===== src/rtl/imem_loader_if.sv =====
// Loader-side bundle: UART byte stream in, instruction-memory write port and
// load status out. master = loader, slave = the UART/memory/CPU side.
interface imem_loader_if #(
  parameter int unsigned ADDR_W = 14
);
  logic              start;
  logic              rx_valid;
  logic [7:0]        rx_byte;
  logic              wr_en;
  logic [ADDR_W-1:0] wr_addr;
  logic [31:0]       wr_data;
  logic              cpu_hold;
  logic              done;
  logic              err;
  logic [ADDR_W:0]   word_count;

  modport master (
    input  start, rx_valid, rx_byte,
    output wr_en, wr_addr, wr_data, cpu_hold, done, err, word_count
  );

  modport slave (
    output start, rx_valid, rx_byte,
    input  wr_en, wr_addr, wr_data, cpu_hold, done, err, word_count
  );
endinterface


===== src/rtl/imem_loader.sv =====
// Length-prefixed byte-stream loader: packs big-endian bytes into 32-bit words
// and writes them to consecutive instruction-memory addresses, holding the CPU.
module imem_loader #(
  parameter int unsigned ADDR_W  = 14,
  parameter int unsigned TIMEOUT = 1000000
) (
  input  logic          clock,
  input  logic          reset,
  imem_loader_if.master bus
);

  localparam int unsigned TMO_W     = $clog2(TIMEOUT + 1);
  localparam logic [32:0] MAX_WORDS = 33'(1) << ADDR_W;

  typedef enum logic [2:0] {
    ST_IDLE,
    ST_LEN_HI,
    ST_LEN_LO,
    ST_DATA,
    ST_DONE,
    ST_ERR
  } state_t;

  state_t            state_q,   state_d;
  logic [15:0]       len_q,     len_d;
  logic [23:0]       word_q,    word_d;
  logic [1:0]        idx_q,     idx_d;
  logic [TMO_W-1:0]  tmo_q,     tmo_d;
  logic [ADDR_W:0]   wc_q,      wc_d;
  logic              wr_en_q,   wr_en_d;
  logic [ADDR_W-1:0] wr_addr_q, wr_addr_d;
  logic [31:0]       wr_data_q, wr_data_d;

  logic [15:0]       len_full;
  logic [ADDR_W:0]   wc_inc;
  logic              last_wr;
  logic              tmo_hit;

  assign len_full = {len_q[15:8], bus.rx_byte};
  assign wc_inc   = wc_q + (ADDR_W+1)'(1);
  assign last_wr  = (32'(wc_inc) == 32'(len_q));
  assign tmo_hit  = (tmo_q == TMO_W'(TIMEOUT - 1));

  always_comb begin
    state_d   = state_q;
    len_d     = len_q;
    word_d    = word_q;
    idx_d     = idx_q;
    tmo_d     = tmo_q;
    wc_d      = wc_q;
    wr_en_d   = 1'b0;
    wr_addr_d = wr_addr_q;
    wr_data_d = wr_data_q;

    case (state_q)
      ST_IDLE, ST_DONE, ST_ERR: begin
        if (bus.start) begin
          state_d = ST_LEN_HI;
          wc_d    = '0;
          idx_d   = '0;
          tmo_d   = '0;
        end
      end

      ST_LEN_HI: begin
        if (bus.rx_valid) begin
          len_d[15:8] = bus.rx_byte;
          tmo_d       = '0;
          state_d     = ST_LEN_LO;
        end else if (tmo_hit) begin
          state_d = ST_ERR;
        end else begin
          tmo_d = tmo_q + TMO_W'(1);
        end
      end

      ST_LEN_LO: begin
        if (bus.rx_valid) begin
          len_d[7:0] = bus.rx_byte;
          tmo_d      = '0;
          if (len_full == 16'd0)
            state_d = ST_DONE;
          else if (33'(len_full) > MAX_WORDS)
            state_d = ST_ERR;
          else
            state_d = ST_DATA;
        end else if (tmo_hit) begin
          state_d = ST_ERR;
        end else begin
          tmo_d = tmo_q + TMO_W'(1);
        end
      end

      ST_DATA: begin
        // The count bumps during the wr_en cycle; a byte arriving alongside a
        // non-final write is the next word's first byte and is still accepted.
        if (wr_en_q)
          wc_d = wc_inc;
        if (wr_en_q && last_wr) begin
          state_d = ST_DONE;
        end else if (bus.rx_valid) begin
          tmo_d  = '0;
          idx_d  = idx_q + 2'd1;
          word_d = {word_q[15:0], bus.rx_byte};
          if (idx_q == 2'd3) begin
            wr_en_d   = 1'b1;
            wr_addr_d = wc_q[ADDR_W-1:0];
            wr_data_d = {word_q, bus.rx_byte};
          end
        end else if (tmo_hit) begin
          state_d = ST_ERR;
        end else begin
          tmo_d = tmo_q + TMO_W'(1);
        end
      end

      default: state_d = ST_IDLE;
    endcase
  end

  always_ff @(posedge clock or posedge reset) begin
    if (reset) begin
      state_q   <= ST_IDLE;
      len_q     <= '0;
      word_q    <= '0;
      idx_q     <= '0;
      tmo_q     <= '0;
      wc_q      <= '0;
      wr_en_q   <= 1'b0;
      wr_addr_q <= '0;
      wr_data_q <= '0;
    end else begin
      state_q   <= state_d;
      len_q     <= len_d;
      word_q    <= word_d;
      idx_q     <= idx_d;
      tmo_q     <= tmo_d;
      wc_q      <= wc_d;
      wr_en_q   <= wr_en_d;
      wr_addr_q <= wr_addr_d;
      wr_data_q <= wr_data_d;
    end
  end

  assign bus.wr_en      = wr_en_q;
  assign bus.wr_addr    = wr_addr_q;
  assign bus.wr_data    = wr_data_q;
  assign bus.word_count = wc_q;
  assign bus.cpu_hold   = (state_q == ST_LEN_HI) || (state_q == ST_LEN_LO) ||
                          (state_q == ST_DATA);
  assign bus.done       = (state_q == ST_DONE);
  assign bus.err        = (state_q == ST_ERR);

endmodule


===== src/flat_wrapper.sv =====
// flat-port wrapper written by rule: the top's interface ports become plain ports
module imem_loader_flat 
#(
  parameter int unsigned ADDR_W  = 14,
  parameter int unsigned TIMEOUT = 1000000
)
  (clock, reset, bus_start, bus_rx_valid, bus_rx_byte, bus_wr_en, bus_wr_addr, bus_wr_data, bus_cpu_hold, bus_done, bus_err, bus_word_count);
  imem_loader_if #(.ADDR_W(ADDR_W)) bus_i ();
  input  logic clock;
  input  logic reset;
  input wire logic [$bits(bus_i.start)-1:0] bus_start;
  input wire logic [$bits(bus_i.rx_valid)-1:0] bus_rx_valid;
  input wire logic [$bits(bus_i.rx_byte)-1:0] bus_rx_byte;
  output wire logic [$bits(bus_i.wr_en)-1:0] bus_wr_en;
  output wire logic [$bits(bus_i.wr_addr)-1:0] bus_wr_addr;
  output wire logic [$bits(bus_i.wr_data)-1:0] bus_wr_data;
  output wire logic [$bits(bus_i.cpu_hold)-1:0] bus_cpu_hold;
  output wire logic [$bits(bus_i.done)-1:0] bus_done;
  output wire logic [$bits(bus_i.err)-1:0] bus_err;
  output wire logic [$bits(bus_i.word_count)-1:0] bus_word_count;
  assign bus_i.start = bus_start;
  assign bus_i.rx_valid = bus_rx_valid;
  assign bus_i.rx_byte = bus_rx_byte;
  assign bus_wr_en = bus_i.wr_en;
  assign bus_wr_addr = bus_i.wr_addr;
  assign bus_wr_data = bus_i.wr_data;
  assign bus_cpu_hold = bus_i.cpu_hold;
  assign bus_done = bus_i.done;
  assign bus_err = bus_i.err;
  assign bus_word_count = bus_i.word_count;
  imem_loader #(.ADDR_W(ADDR_W), .TIMEOUT(TIMEOUT)) u_core (.clock(clock), .reset(reset), .bus(bus_i));
endmodule

===== config.mk =====
export PLATFORM = sky130hd
export DESIGN_NAME = imem_loader_flat
export DESIGN_NICKNAME = d
export VERILOG_FILES = /design/src/rtl/imem_loader_if.sv /design/src/rtl/imem_loader.sv /design/src/flat_wrapper.sv
export SDC_FILE = /design/constraint.sdc
export NUM_CORES = 1
export LEC_CHECK = 0
export CAP_MARGIN = 0
export CORE_UTILIZATION = 60
export CTS_CLUSTER_SIZE = 28
export DETAILED_ROUTE_END_ITERATION = 10
export GPL_TIMING_DRIVEN = 0
export PLACE_DENSITY = 0.87
export SETUP_SLACK_MARGIN = 0.15
export SYNTH_ARGS = -nofsm -noshare
export SYNTH_HDL_FRONTEND = slang
export SYNTH_SLANG_ARGS = --single-unit

===== constraint.sdc =====
create_clock -name clock -period 7.1 [get_ports clock]
set_clock_uncertainty 0.1 [all_clocks]
set_input_delay 1.42 -clock clock [delete_from_list [all_inputs] [get_ports clock]]
set_output_delay 1.42 -clock clock [all_outputs]
set_load 0.005 [all_outputs]

==> impl_metrics.env, run 1 <==
export IMPL_final_max_slew_viol_count=0
export IMPL_hp_class="flop to flop"
export IMPL_clockRootBuffer="clkbuf_8"
export IMPL_cp_cell_sequence="nand3_1 > clkbuf_1 > nor2_1 > xnor2_1 > a2111oi_1 > nand4_2 > nand4_2 > buf_6 > buf_8 > mux2_1"
export IMPL_cp_required_ns=7.41
export IMPL_ir_worst_vdd_uv=307.8
export IMPL_status="finished, final reports clean"
export IMPL_worstSetupPathType="flop to flop"
export IMPL_netlist_area_um2=6311
export IMPL_rsz0062_at_grt="no"
export IMPL_max_slew_worst_pin_slew_ns=0.9524
export IMPL_place_inst=768
export IMPL_synth_cells=556
export IMPL_fmax_mhz=267.2
export IMPL_holdPathEnd="u_core.bus.wr_data[30]"
export IMPL_dp_hpwl_mm=11.25
export IMPL_drv_cap=0
export IMPL_clkLatencyLatePin_ns=0.54
export IMPL_design_area_um2=7845
export IMPL_gp_congestion=0.9173
export IMPL_nFillCells=662
export IMPL_setup_viol=0
export IMPL_r2r_end="u_core.bus.wr_data[17]"
export IMPL_clk_path_buf_depth=2
export IMPL_hold_viol=0
export IMPL_power_density_nw_per_um2=435.7
export IMPL_port_buffers=75
export IMPL_tritoncts="done"
export IMPL_pre_cts_ws_ns=3.210
export IMPL_postCtsSetupRepairBufs=0
export IMPL_core_um2=10280
export IMPL_avgSynthCellArea_um2=11.35
export IMPL_cpMaxStageDelayCell="a2111oi_1"
export IMPL_r2r_slack_ns=3.36
export IMPL_cts_sinks=127
export IMPL_antennaDiodeCount=0
export IMPL_overflow=0
export IMPL_hold_ws_ns=0.3878
export IMPL_setup_tns_ns=0
export IMPL_cts_clk_slew_worst_paths_ns=0.06
export IMPL_final_cells=800
export IMPL_synth_seq_area_share_pct=50.36
export IMPL_dr_pass1_iters=5
export IMPL_antenna_left=0
export IMPL_drt_iter0_markers=420
export IMPL_cp_arrival_ns=4.05
export IMPL_numCtsBuffers=17
export IMPL_cp_start_kind="flop"
export IMPL_viasPerCell=6.313
export IMPL_worst_slack_ns=3.358
export IMPL_htree_num_levels=4
export IMPL_grt_pass1_vias=5293
export IMPL_synth_cell_types=62
export IMPL_row_count=37
export IMPL_total_leakage_power_nw=3.325
export IMPL_antenna_found_initial=0
export IMPL_synthFlopType="dfrtp_1"
export IMPL_period_needed_ns=3.742
export IMPL_die_area_um2=10930
export IMPL_io_pins=77
export IMPL_holdPathStages=1
export IMPL_drive_gt1_share_pct=13.55
export IMPL_min_from="u_core.bus.wr_data[30]"
export IMPL_vias=5050
export IMPL_grt_pass1_wl_mm=27.52
export IMPL_place_area_um2=7264
export IMPL_die_x_um=104.6
export IMPL_crit_fanout=10
export IMPL_finalCoreUtilization_pct=76.33
export IMPL_ff2ff_path_depth=10
export IMPL_die_y_um=104.6
export IMPL_holdBufCountCts=0
export IMPL_finalNetCount=666
export IMPL_critPathCaptureType="flop"
export IMPL_reg2reg_from="u_core.bus.word_count[0]"
export IMPL_ys_ff_latch=127
export IMPL_slew_headroom_pct=35.98
export IMPL_total_power_mw=3.418
export IMPL_initial_core_util_pct=61.41
export IMPL_crit_top_cell="nand4_2"
export IMPL_drt_wirelength_per_cell_um=20.89
export IMPL_synth_edf_count=0
export IMPL_drc=0
export IMPL_grt_total_usage_pct=33.19
export IMPL_crit_path_max_incr_delay_ns=0.63
export IMPL_wl_mm=16.71
export IMPL_syn_to_final_growth_pct=24.31
export IMPL_fin_crit_sh_pct=52.71
export IMPL_grt_max_degree=95
export IMPL_cts_resized_gates=0
export IMPL_synth_async_reset_ratio_pct=100.0
export IMPL_synthesis_nets=571
export IMPL_yosys_warnings=0
synth_stat cells, types with 5 or more instances:
library cell	count	area share, %
nand3_1	21	1.7
xnor2_1	14	1.9
a21oi_1	8	0.63
a22o_1	6	0.83
nor4_1	6	0.59
nand4_1	5	0.50
dfrtp_1	127	50
buf_2	6	0.48
inv_1	12	0.71
clkbuf_1	23	1.4
nor3_1	14	1.1
o221ai_1	8	1.1
o21ai_0	32	2.5
nor2_1	34	2.0
o211ai_1	12	1.4
nand2_1	36	2.1
a32o_1	6	0.95
mux2_1	62	11
mux2_2	24	4.3
registers in the layout, summed over array words and instances, names as in the netlist:
signal	cells
u_core.state_q	3
u_core.bus.wr_data	32
u_core.tmo_q	20
u_core.bus.wr_en	1
u_core.word_q	24
u_core.bus.wr_addr	14
u_core.bus.word_count	15
u_core.len_q	16
u_core.idx_q	2
power by group:
group          switching [mW]  internal (mW)  total [mW]  leakage, nW
sequential              0.229           1.01        1.24         1.62
clock                   0.340          0.507       0.847        0.287
combinational           0.654          0.679        1.33         1.41
total                    1.22           2.20        3.42         3.33
layer usage:
metal,vias to the layer above,GRT usage [%],wire length [um],part of all wire (%)
li1,2244,-,-,-
met1,2522,41.12,6885,41
met2,239,54.07,8258,49
met3,45,9.046,1017,6.1
met4,0,15.61,547,3.3
met5,-,0,0,0
logic make-up after synthesis:
family	count (synthesis)	synth area share, %
and+or+nand+nor	157	13.80
DFF	127	50.36
buffers and inverters	52	4.342
muxes	90	15.98
adders and majority gates	3	0.5948
AOI/OAI and AO/OA	109	12.43
xor gates and xnor gates	18	2.498
cells in the final DEF (no fill, tap or decap), drive strengths merged, types with 3 or more instances in the layout:
master         Yosys  layout
or4                4       4
a32o               6       6
nand3             23      23
and2               4       4
o21ai             34      34
buf               16      17
nor3b              3       3
xnor2             14      14
ha                 3       3
mux2              86      86
nand4              8       8
clkdlybuf4s50      0      75
nand2             36      36
mux2i              4       4
clkbuf            23      41
o22ai              4       4
clkinv             0       6
nand2b             3       3
o221ai             8       8
a31oi              3       3
and3               4       4
a22o               6       6
nor4               9       9
nor4b              3       3
a21oi              8       8
inv               13      19
o41ai              4       4
o21a               3       3
or2                3       3
o31ai              4       4
xor2               4       4
o211ai            12      12
nor3              14      14
nor2              34      34
dfrtp            127     127
o2bb2ai            4       4
a2111oi            4       4
how the worst max path moves through the flow:
stage	start	to	slack (ns)	depth (start not counted)
2_1_floorplan	reset	u_core.bus.word_count[0]	2.20	1
3_3_place_gp	reset	u_core.bus.wr_addr[4]	0.62	2
3_5_place_dp	bus_rx_valid	u_core.len_q[0]	3.21	4
4_1_cts	u_core.bus.word_count[0]	u_core.bus.wr_data[17]	3.43	10
5_1_grt	u_core.bus.word_count[0]	u_core.bus.wr_data[17]	3.10	10
6_report	u_core.bus.word_count[0]	u_core.bus.wr_data[17]	3.36	10
layout make-up:
cell class / count / area [um2] / area share [%]
Multi-Input combinational cell: 377 / 2865 / 36.52
Buffer: 39 / 225.2 / 2.871
Inverter: 13 / 53.80 / 0.6858
Timing Repair Buffer: 76 / 778.2 / 9.920
Clock inverter: 14 / 156.4 / 1.994
Clock buffer: 18 / 417.9 / 5.327
Tap cell: 136 / 170.2 / 2.169
Sequential cell: 127 / 3178 / 40.51
worst max-delay path: cells and delay by family (launching register included):
kind | cells | cell delay (ns)
xor gates and xnor gates | 1 | 0.18
AOI/OAI and AO/OA | 1 | 0.63
DFF | 1 | 0.51
buffers and inverters | 3 | 0.87
and+or+nand+nor | 4 | 0.96
muxes | 1 | 0.35
Note: power is estimated with default switching activity, not from simulation.
==> run 2, diff against run 1 <==
- CORE_UTILIZATION: 60 -> 56
- PLACE_DENSITY: 0.87 -> 0.82
- clock period: 7.1 -> 3.47 ns (I/O delays scaled with it)
==> run 2 against run 1 <==
Worst hold slack barely moved. Combinational power up 110%. Sequential power is 100% higher. Via count decreased by 0.53%. Routed wire length fell by 3.7%. Non-clock buffer count grew 9.
==> impl_metrics.env, run 2 (synthesis results as in run 1) <==
export IMPL_numCtsBuffers=17
export IMPL_max_slew_worst_pin_slew_ns=1.105
export IMPL_antenna_left=0
export IMPL_port_buffers=75
export IMPL_power_density_nw_per_um2=873.5
export IMPL_cp_required_ns=3.77
export IMPL_cts_clk_slew_worst_paths_ns=0.06
export IMPL_rsz0062_at_grt="no"
export IMPL_total_power_mw=6.971
export IMPL_drv_cap=0
export IMPL_regArea_um2=3179
export IMPL_grt_pass1_wl_mm=26.50
export IMPL_fin_crit_sh_pct=91.91
export IMPL_htree_num_levels=4
export IMPL_nFillCells=762
export IMPL_drc=0
export IMPL_total_leakage_power_nw=3.369
export IMPL_overflow=0
export IMPL_clockRootBuffer="clkbuf_8"
export IMPL_die_y_um=108.2
export IMPL_r2r_end="u_core.tmo_q[12]"
export IMPL_syn_to_final_growth_pct=26.45
export IMPL_grt_max_degree=45
export IMPL_largest_register_ffs=32
export IMPL_crit_fanout=10
export IMPL_final_max_slew_viol_count=0
export IMPL_r2r_slack_ns=0.28
export IMPL_hold_viol=0
export IMPL_drt_iter0_markers=400
export IMPL_grt_total_usage_pct=30.35
export IMPL_antennaDiodeCount=0
export IMPL_row_count=38
export IMPL_setup_viol=0
export IMPL_die_area_um2=11700
export IMPL_antenna_found_initial=0
export IMPL_dp_hpwl_mm=11.10
export IMPL_period_needed_ns=3.189
export IMPL_design_area_um2=7980
export IMPL_clk_path_buf_depth=2
export IMPL_dr_pass1_iters=5
export IMPL_hp_class="primary input to asynchronous set/reset pin"
export IMPL_core_um2=10890
export IMPL_grt_pass1_vias=5108
export IMPL_finalCoreUtilization_pct=73.29
export IMPL_fmax_mhz=313.6
export IMPL_mostFrequentLayoutCell="dfrtp_1"
export IMPL_cp_start_kind="flop"
export IMPL_slew_headroom_pct=25.75
export IMPL_viasPerCell=6.178
export IMPL_gp_congestion=0.8910
export IMPL_wl_mm=16.08
export IMPL_die_x_um=108.2
export IMPL_drt_wirelength_per_cell_um=19.78
export IMPL_multi_input_area_um2=2900
export IMPL_tritoncts="done"
export IMPL_finalNetCount=675
export IMPL_initial_core_util_pct=57.96
export IMPL_status="finished, final reports clean"
export IMPL_place_area_um2=7307
export IMPL_worstSetupPathType="flop to flop"
export IMPL_vias=5023
export IMPL_final_cell_mix="126 x dfrtp_1, 75 x clkdlybuf4s50_1, 62 x mux2_1"
export IMPL_clkLatencyLatePin_ns=0.53
export IMPL_cp_arrival_ns=3.49
export IMPL_reg2reg_from="u_core.tmo_q[7]"
export IMPL_ir_worst_vdd_uv=594.9
export IMPL_holdBufCountCts=0
export IMPL_cts_sinks=127
export IMPL_ff2ff_path_depth=8
export IMPL_io_pins=77
export IMPL_critPathCaptureType="flop"
export IMPL_drive_gt1_share_pct=15.75
==> run 2: cell count changes in the layout (fill, tap and decap cells not counted), moves of 3 or more <==
cell,previous run,this run
clkbuf_1,24,21
buf_4,4,11
buf_12,0,3
clkinvlp_4,0,3
==> run 2: area by class of cell <==
type | count | share of cell area (%)
Buffer | 39 | 3.026
Clock buffer | 20 | 5.582
Clock inverter | 12 | 1.537
Inverter | 13 | 0.6585
Multi-Input combinational cell | 377 | 36.34
Sequential cell | 127 | 39.84
Tap cell | 140 | 2.195
Timing Repair Buffer | 85 | 10.82
==> run 2: how the worst max path moves through the flow <==
stage                                   startpoint                     end  cells after the start
after floorplan           u_core.bus.word_count[0]  u_core.bus.wr_addr[10]                     11
after global placement    u_core.bus.word_count[0]  u_core.bus.wr_data[20]                     10
after detailed placement  u_core.bus.word_count[0]  u_core.bus.wr_addr[12]                     10
after CTS                 u_core.bus.word_count[3]  u_core.bus.wr_addr[12]                     11
after global routing      u_core.bus.word_count[3]       u_core.word_q[19]                     10
final                              u_core.tmo_q[7]        u_core.tmo_q[12]                      8
==> run 2: what timing repair did <==
action,CTS,global route
setup buffers,0,7
pin swaps,2,3
resized for setup,5,13
setup endpoints to repair,92,75
==> run 2: power breakdown <==
group | internal (mW) | total, mW | switching (mW)
logic | 1.42 | 2.75 | 1.33
clock network | 1.01 | 1.69 | 0.684
registers | 2.07 | 2.53 | 0.464
==> run 2: metal layers <==
layer	vias up	global-route usage, %	part of all wire, %
met1	2492	39.85	42
li1	2260	-	-
met2	233	48.27	49
met4	0	12.33	2.5
met5	-	0	0
met3	38	7.474	6.3
==> run 2: metrics by stage <==
stage | hold WS [ns] | instances | TNS (ns) | setup WS, ns
after floorplan | 0.3541 | 556 | 0 | 0.5647
after global placement | 0.3654 | 771 | -0.04511 | -0.005507
after detailed placement | 0.3772 | 774 | -5.669 | -0.1543
after CTS | 0.3867 | 806 | 0 | 0.1641
after global routing | 0.3861 | 813 | 0 | 0.1481
final | 0.3880 | 813 | 0 | 0.2808
==> run 2: critical path: stages, from the launching register on <==
cell and delay (ns):
dfrtp_1 0.45, or4b_2 0.69, or4_1 0.55, nor3_1 0.21
o22ai_1 0.12, clkbuf_1 0.27, clkbuf_1 0.32, o21ai_1 0.26
o2bb2ai_1 0.11
